**src/rtl/musa_ctrl_pkg.sv**
```systemverilog
// Shared encodings for the multicycle controller: stage codes, opcodes,
// datapath select encodings and the decoded instruction-class record.
package musa_ctrl_pkg;

    typedef enum logic [2:0] {
        ST_IF   = 3'd0,
        ST_ID   = 3'd1,
        ST_EX   = 3'd2,
        ST_MEM  = 3'd3,
        ST_WB   = 3'd4,
        ST_HALT = 3'd7
    } stage_e;

    localparam logic [5:0] OP_R    = 6'b000000;
    localparam logic [5:0] OP_ADDI = 6'b001000;
    localparam logic [5:0] OP_SUBI = 6'b001001;
    localparam logic [5:0] OP_ANDI = 6'b001100;
    localparam logic [5:0] OP_ORI  = 6'b001101;
    localparam logic [5:0] OP_LW   = 6'b100011;
    localparam logic [5:0] OP_SW   = 6'b101011;
    localparam logic [5:0] OP_BEQ  = 6'b000100;
    localparam logic [5:0] OP_BNE  = 6'b000101;
    localparam logic [5:0] OP_J    = 6'b000010;
    localparam logic [5:0] OP_JAL  = 6'b000011;
    localparam logic [5:0] OP_RET  = 6'b000001;
    localparam logic [5:0] OP_HALT = 6'b111111;

    localparam logic [1:0] PC_SRC_INC    = 2'b00;
    localparam logic [1:0] PC_SRC_BRANCH = 2'b01;
    localparam logic [1:0] PC_SRC_JUMP   = 2'b10;
    localparam logic [1:0] PC_SRC_STACK  = 2'b11;

    localparam logic [1:0] ALU_SRC_REG  = 2'b00;
    localparam logic [1:0] ALU_SRC_SEXT = 2'b01;
    localparam logic [1:0] ALU_SRC_ZEXT = 2'b10;

    localparam logic [1:0] ALU_OP_ADD   = 2'b00;
    localparam logic [1:0] ALU_OP_SUB   = 2'b01;
    localparam logic [1:0] ALU_OP_FUNCT = 2'b10;
    localparam logic [1:0] ALU_OP_LOGIC = 2'b11;

    typedef enum logic [3:0] {
        CLS_ALU,
        CLS_LW,
        CLS_SW,
        CLS_BEQ,
        CLS_BNE,
        CLS_J,
        CLS_JAL,
        CLS_RET,
        CLS_HALT,
        CLS_ILLEGAL
    } insn_class_e;

    typedef struct packed {
        insn_class_e cls;
        logic [1:0]  alu_op;
        logic [1:0]  alu_src;
        logic        reg_dst;
    } ctrl_info_t;

endpackage

```
**src/rtl/ctrl_decode.sv**
```systemverilog
// Combinational opcode-to-instruction-class decoder.
// MUSA_STACK_OPS_EN enables JAL/RET; without it they decode as illegal.
module ctrl_decode
    import musa_ctrl_pkg::*;
#(
    parameter int OPCODE_W = 6
) (
    input  logic [OPCODE_W-1:0] opcode,
    output ctrl_info_t          info
);

    logic [5:0] op_lo;
    logic       upper_zero;

    assign op_lo      = opcode[5:0];
    assign upper_zero = ((opcode >> 6) == '0);

    always_comb begin
        info = '{cls: CLS_ILLEGAL, alu_op: ALU_OP_ADD, alu_src: ALU_SRC_REG, reg_dst: 1'b0};
        if (upper_zero) begin
            case (op_lo)
                OP_R:    info = '{cls: CLS_ALU, alu_op: ALU_OP_FUNCT, alu_src: ALU_SRC_REG,  reg_dst: 1'b1};
                OP_ADDI: info = '{cls: CLS_ALU, alu_op: ALU_OP_ADD,   alu_src: ALU_SRC_SEXT, reg_dst: 1'b0};
                OP_SUBI: info = '{cls: CLS_ALU, alu_op: ALU_OP_SUB,   alu_src: ALU_SRC_SEXT, reg_dst: 1'b0};
                OP_ANDI: info = '{cls: CLS_ALU, alu_op: ALU_OP_LOGIC, alu_src: ALU_SRC_ZEXT, reg_dst: 1'b0};
                OP_ORI:  info = '{cls: CLS_ALU, alu_op: ALU_OP_LOGIC, alu_src: ALU_SRC_ZEXT, reg_dst: 1'b0};
                OP_LW:   info = '{cls: CLS_LW,  alu_op: ALU_OP_ADD,   alu_src: ALU_SRC_SEXT, reg_dst: 1'b0};
                OP_SW:   info = '{cls: CLS_SW,  alu_op: ALU_OP_ADD,   alu_src: ALU_SRC_SEXT, reg_dst: 1'b0};
                OP_BEQ:  info.cls = CLS_BEQ;
                OP_BNE:  info.cls = CLS_BNE;
                OP_J:    info.cls = CLS_J;
`ifdef MUSA_STACK_OPS_EN
                OP_JAL:  info.cls = CLS_JAL;
                OP_RET:  info.cls = CLS_RET;
`endif
                OP_HALT: info.cls = CLS_HALT;
                default: info.cls = CLS_ILLEGAL;
            endcase
        end
        if (info.cls == CLS_BEQ || info.cls == CLS_BNE) begin
            info.alu_op = ALU_OP_SUB;
        end
    end

endmodule

```
**src/rtl/multicycle_control.sv**
```systemverilog
// Moore multicycle control FSM (IF/ID/EX/MEM/WB/HALT) with external stall.
// MUSA_STACK_OPS_EN enables JAL push / RET pop strobes.
module multicycle_control
    import musa_ctrl_pkg::*;
#(
    parameter int OPCODE_W = 6,
    parameter int ALUOP_W  = 2
) (
    input  logic                clk,
    input  logic                reset,
    input  logic [OPCODE_W-1:0] opcode,
    input  logic                aluZero,
    input  logic                memReady,
    input  logic                stall,
    output logic [2:0]          stage,
    output logic                PCWrite,
    output logic                regWrite,
    output logic                memRead,
    output logic                memWrite,
    output logic                memToReg,
    output logic                regDst,
    output logic                push,
    output logic                pop,
    output logic [1:0]          pcSrc,
    output logic [1:0]          aluSrc,
    output logic [ALUOP_W-1:0]  aluOp,
    output logic                illegal
);

    stage_e              state_q, state_d;
    logic [OPCODE_W-1:0] opc_q, opc_d;
    ctrl_info_t          info;
    logic                live_halt;

    logic pc_write, reg_write, mem_read, mem_write, mem_to_reg, reg_dst;
    logic push_c, pop_c, illegal_c;
    logic [1:0] pc_src, alu_src, alu_op;

    // Decodes the opcode latched on the ID->EX edge, never the live input.
    ctrl_decode #(.OPCODE_W(OPCODE_W)) u_decode (
        .opcode (opc_q),
        .info   (info)
    );

    assign live_halt = (opcode == OPCODE_W'(OP_HALT));

    always_comb begin
        state_d = state_q;
        opc_d   = opc_q;
        if (!stall) begin
            case (state_q)
                ST_IF: state_d = ST_ID;
                ST_ID: begin
                    opc_d   = opcode;
                    state_d = live_halt ? ST_HALT : ST_EX;
                end
                ST_EX: begin
                    case (info.cls)
                        CLS_ALU:        state_d = ST_WB;
                        CLS_LW, CLS_SW: state_d = ST_MEM;
                        default:        state_d = ST_IF;
                    endcase
                end
                ST_MEM: begin
                    if (memReady) begin
                        state_d = (info.cls == CLS_LW) ? ST_WB : ST_IF;
                    end
                end
                ST_WB:   state_d = ST_IF;
                ST_HALT: state_d = ST_HALT;
                default: state_d = ST_IF;
            endcase
        end
    end

    always_ff @(posedge clk) begin
        if (reset) begin
            state_q <= ST_IF;
            opc_q   <= '0;
        end else begin
            state_q <= state_d;
            opc_q   <= opc_d;
        end
    end

    always_comb begin
        pc_write   = 1'b0;
        reg_write  = 1'b0;
        mem_read   = 1'b0;
        mem_write  = 1'b0;
        mem_to_reg = 1'b0;
        reg_dst    = 1'b0;
        push_c     = 1'b0;
        pop_c      = 1'b0;
        illegal_c  = 1'b0;
        pc_src     = PC_SRC_INC;
        alu_src    = ALU_SRC_REG;
        alu_op     = ALU_OP_ADD;
        case (state_q)
            ST_IF: pc_write = 1'b1;
            ST_EX: begin
                alu_src = info.alu_src;
                alu_op  = info.alu_op;
                case (info.cls)
                    CLS_BEQ: begin pc_write = aluZero;  pc_src = PC_SRC_BRANCH; end
                    CLS_BNE: begin pc_write = !aluZero; pc_src = PC_SRC_BRANCH; end
                    CLS_J:   begin pc_write = 1'b1;     pc_src = PC_SRC_JUMP;   end
`ifdef MUSA_STACK_OPS_EN
                    CLS_JAL: begin pc_write = 1'b1; pc_src = PC_SRC_JUMP;  push_c = 1'b1; end
                    CLS_RET: begin pc_write = 1'b1; pc_src = PC_SRC_STACK; pop_c  = 1'b1; end
`endif
                    CLS_ILLEGAL: illegal_c = 1'b1;
                    default: ;
                endcase
            end
            ST_MEM: begin
                alu_src   = info.alu_src;
                alu_op    = info.alu_op;
                mem_read  = (info.cls == CLS_LW);
                mem_write = (info.cls == CLS_SW);
            end
            ST_WB: begin
                reg_write  = 1'b1;
                reg_dst    = info.reg_dst;
                mem_to_reg = (info.cls == CLS_LW);
            end
            default: ;
        endcase
        // A stall freezes every side-effecting strobe; select lines keep their values.
        if (stall) begin
            pc_write  = 1'b0;
            reg_write = 1'b0;
            mem_write = 1'b0;
            push_c    = 1'b0;
            pop_c     = 1'b0;
            illegal_c = 1'b0;
        end
        if (reset) begin
            pc_write   = 1'b0;
            reg_write  = 1'b0;
            mem_read   = 1'b0;
            mem_write  = 1'b0;
            mem_to_reg = 1'b0;
            reg_dst    = 1'b0;
            push_c     = 1'b0;
            pop_c      = 1'b0;
            illegal_c  = 1'b0;
            pc_src     = PC_SRC_INC;
            alu_src    = ALU_SRC_REG;
            alu_op     = ALU_OP_ADD;
        end
    end

    assign stage    = reset ? ST_IF : state_q;
    assign PCWrite  = pc_write;
    assign regWrite = reg_write;
    assign memRead  = mem_read;
    assign memWrite = mem_write;
    assign memToReg = mem_to_reg;
    assign regDst   = reg_dst;
    assign push     = push_c;
    assign pop      = pop_c;
    assign illegal  = illegal_c;
    assign pcSrc    = pc_src;
    assign aluSrc   = alu_src;
    assign aluOp    = ALUOP_W'(alu_op);

endmodule
```
**config.mk**
```make
export PLATFORM = sky130hd
export DESIGN_NAME = multicycle_control
export DESIGN_NICKNAME = d
export VERILOG_FILES = /design/src/rtl/musa_ctrl_pkg.sv /design/src/rtl/ctrl_decode.sv /design/src/rtl/multicycle_control.sv
export SDC_FILE = /design/constraint.sdc
export NUM_CORES = 1
export LEC_CHECK = 0
export CAP_MARGIN = 0
export CORE_MARGIN = 2
export CORE_UTILIZATION = 40
export CTS_CLUSTER_DIAMETER = 100
export DETAILED_ROUTE_END_ITERATION = 6
export PLACE_DENSITY = 0.7
export SETUP_SLACK_MARGIN = 0.1
export SLEW_MARGIN = 20
export SYNTH_ARGS = -nofsm -noshare
export SYNTH_HDL_FRONTEND = slang
export SYNTH_HIERARCHICAL = 1
export SYNTH_SLANG_ARGS = --single-unit
export TNS_END_PERCENT = 50
```
**constraint.sdc**
```tcl
create_clock -name clk -period 5.8 [get_ports clk]
set_input_delay 0.58 -clock clk [delete_from_list [all_inputs] [get_ports clk]]
set_output_delay 0.58 -clock clk [all_outputs]
set_load 0.005 [all_outputs]
```
==> flow_metrics.py <==
metrics = {
    "outcome": {
        "status": "complete, no violations",
    },
    "clock_network": {
        "clock_latency_ns": 0.26,
        "clock-sinks": 9,
        "clk_path_buf_depth": 2,
        "cts_tree": "yes",
        "cts_setup_buffers": 0,
        "cts_inserted_buffers": 3,
        "clk_pin_slew_ns": 0.06,
        "ctsHoldBuffers": 0,
        "cts-resized-gates": 0,
        "cts_root_buf": "clkbuf_4",
        "cts-htree-levels": 1,
    },
    "timing": {
        "finalHoldViolations": 0,
        "setup_viol": 0,
        "min_period_over_period_pct": 61.3,
        "min_period_ns": 3.56,
        "fmax_mhz": 281,
        "relSlewSlack_pct": 52.1,
        "worst_slew_pin_slew_ns": 0.717,
        "finalSetupTns_ns": 0,
        "timing.final.ws_setup_ns": 2.24,
        "skew_ns": 0.00443,
        "rsz0062_at_grt": "no",
        "final-max-slew-violation-count": 0,
    },
    "global_route": {
        "grt.total_usage_pct": 17.4,
        "grt_max_degree": 15,
        "grt_pass1_wl_mm": 3.61,
        "overflow": 0,
        "grt.busiest_layer": "met2",
        "use_met3_pct": 2.82,
        "grt_pass1_vias": 849,
        "grt_antenna_before_repair": 0,
        "grt.met2_usage_pct": 26.1,
        "use_met1_pct": 22.9,
    },
    "logic_synthesis": {
        "synth_top_flop_cell": "dfxtp_1",
        "synth_area_sq_um": 972,
        "synth_fa_ha_area_share_pct": 0,
        "muxShareOfSynthArea_pct": 6.18,
        "seq_area_frac_synth_pct": 18.5,
        "yosysWarnings": 6,
        "synth_edf_count": 0,
        "synth_seq_cells": 9,
        "synth.distinct_cells": 41,
        "avgSynthCellArea_sq_um": 7.54,
        "synth_top_family_by_area": "simple AND/OR/NAND/NOR gates",
        "synthCells": 129,
        "synth-xor-area-share_pct": 2.70,
        "synth-compound-area-share_pct": 18.9,
        "async_reset_ff_share_pct": 0,
        "synthSimpleGateAreaFrac_pct": 39.5,
    },
    "finish": {
        "nets": 157,
        "drive_gt1_share_pct": 6.21,
        "final_cell_area_sq_um": 1170,
        "diodes": 0,
        "area_delta_synth_final_pct": 20.8,
        "final_cells": 173,
        "final_util_pct": 52.1,
    },
    "power_and_ir_drop": {
        "ir_drop_uv": 118,
        "pwr-share-clk_pct": 26.0,
        "sw_frac_of_total_pct": 33.1,
        "switchingPower_mw": 0.0601,
        "power.internal_mw": 0.122,
        "pwr-share-seq_pct": 41.8,
        "p_leak_nw": 0.410,
        "combPwrFrac_pct": 32.2,
        "cellPowerDensity_nw_per_um2": 155,
    },
    "worst_hold_path": {
        "min-delay-start": "opc_q[1]",
        "hold_class": "flop to flop",
        "hold_depth": 2,
        "min_to": "opc_q[1]",
    },
    "worst_setup_path": {
        "critPathLaunchType": "flop",
        "endpoint_kind": "primary output",
        "r2r-end": "state_q[0]",
        "arrival_ns": 2.98,
        "r2r-start": "opc_q[1]",
        "reg2reg_depth": 6,
        "required_ns": 5.22,
        "cp_max_fo": 14,
        "r2r_slack_ns": 3.35,
        "crit_type": "flop to primary output",
    },
    "floorplan": {
        "initial_core_util_pct": 43.1,
        "core_area_sq_um": 2250,
        "fp.dieH_um": 53.3,
        "die_w_um": 53.3,
        "dieArea_sq_um": 2840,
        "row_count": 17,
        "io_pins": 29,
    },
    "detailed_routing": {
        "drc": 0,
        "routed_wirelength_mm": 2.18,
        "firstDrtPassIters": 4,
        "wl_per_cell_um": 12.6,
        "num_vias": 972,
        "final_antenna_net_count": 0,
        "viasPerCell": 5.62,
        "drt-initial-drc-count": 14,
    },
    "placed_design": {
        "place_congestion": 0.730,
        "dp_cells": 169,
        "dp_hpwl_mm": 1.63,
        "pre_cts_ws_ns": 2.55,
        "io_buffers": 26,
        "dpl-instance-area_sq_um": 1150,
    },
    "flow_run": {
        "maxCapViolations": 0,
    },
}
[how the worst max path moves through the flow]
stage | start | cells after the start | to
global placement | opc_q[2] | 7 | memWrite
global route | opc_q[2] | 7 | memWrite
floorplan | opc_q[2] | 7 | memWrite
finish | opc_q[2] | 7 | memWrite
CTS | opc_q[2] | 7 | memWrite
detailed placement | opc_q[2] | 7 | memWrite
[per-stage QoR]
stage                     hold slack (ns)  power (mW)
final                               0.659       0.182
after global routing                0.716       0.198
after CTS                           0.658       0.182
after detailed placement            0.651       0.135
after global placement              0.631       0.133
after floorplan                     0.484       0.123
[Yosys cell counts, types with 2 or more instances]
master	number	area, sq um
inv_1	3	11.3
a21oi_1	5	25.0
o21bai_1	4	30.0
nor3b_1	4	30.0
nand2_1	11	41.3
o21ai_0	4	20.0
nor3_1	7	35.0
buf_4	3	22.5
buf_2	2	10.0
and2_1	5	31.3
a2111oi_2	2	30.0
clkbuf_1	3	11.3
a21boi_0	2	15.0
nor4b_1	3	26.3
a32oi_1	2	17.5
dfxtp_1	9	180
o31ai_1	2	15.0
nand2b_1	2	12.5
nor2b_1	4	25.0
buf_6	7	78.8
nor2_1	17	63.8
or4_1	2	15.0
nand3b_1	2	15.0
mux2i_1	6	60.1
xnor2_1	2	17.5
[flip-flops by register name, indices dropped and copies added, names as in the netlist]
signal   count
opc_q        6
state_q      3
[metal layers]
layer	routed length (um)	vias to the layer above
li1	-	487
met1	1010	445
met2	1010	37
met3	125	3
met4	21	0
met5	0	-
[critical path, cell delays in order, from the launching register on]
cell and delay, ns:
dfxtp_1 0.44, or3_2 0.52, a21oi_1 0.18, o21bai_1 0.16, nor4b_1 0.45, nand2_1 0.14
nor4b_1 0.28, clkdlybuf4s50_1 0.56
[final cells by class]
| type | instances | area, sq um |
|---|---|---|
| Multi-Input combinational cell | 103 | 662 |
| Tap cell | 28 | 35.0 |
| Inverter | 3 | 11.3 |
| Clock buffer | 4 | 26.3 |
| Timing Repair Buffer | 26 | 260 |
| Fill cell | 244 | 1080 |
| Sequential cell | 9 | 180 |
[power by group through the flow]
stage	Clock, mW	Combinational, mW	Sequential [mW]
3_5_place_dp	0	0.0582	0.0770
2_1_floorplan	0	0.0544	0.0689
6_report	0.0473	0.0584	0.0759
3_3_place_gp	0	0.0569	0.0765
4_1_cts	0.0481	0.0585	0.0756
5_1_grt	0.0540	0.0668	0.0772
[cell usage in the layout, fill, tap and decap left out, types with 2 or more instances in the layout]
master / synthesis / layout
mux2i_1: 6 / 6
clkdlybuf4s50_1: 0 / 26
nor3_1: 7 / 7
nor2_1: 17 / 17
a21boi_0: 2 / 2
nor2b_1: 4 / 4
dfxtp_1: 9 / 9
a2111oi_2: 2 / 2
o21bai_1: 4 / 4
nand2_1: 11 / 11
or4_1: 2 / 2
o31ai_1: 2 / 2
clkbuf_4: 0 / 3
nor3b_1: 4 / 4
nor4b_1: 3 / 3
inv_1: 3 / 3
a32oi_1: 2 / 2
nand2b_1: 2 / 2
and2_1: 5 / 5
conb_1: 1 / 2
o21ai_0: 4 / 4
nand3b_1: 2 / 2
a21oi_1: 5 / 5
xnor2_1: 2 / 2
[cells by family (layout without fill, tap and decap cells)]
group | Yosys count | after routing
and+or+nand+nor | 67 | 67
AOI/OAI and AO/OA | 25 | 25
buffers and inverters | 18 | 33
DFF | 9 | 9
muxes | 6 | 6
xor gates and xnor gates | 3 | 3
other | 1 | 2
(Power assumes the default switching activity.)
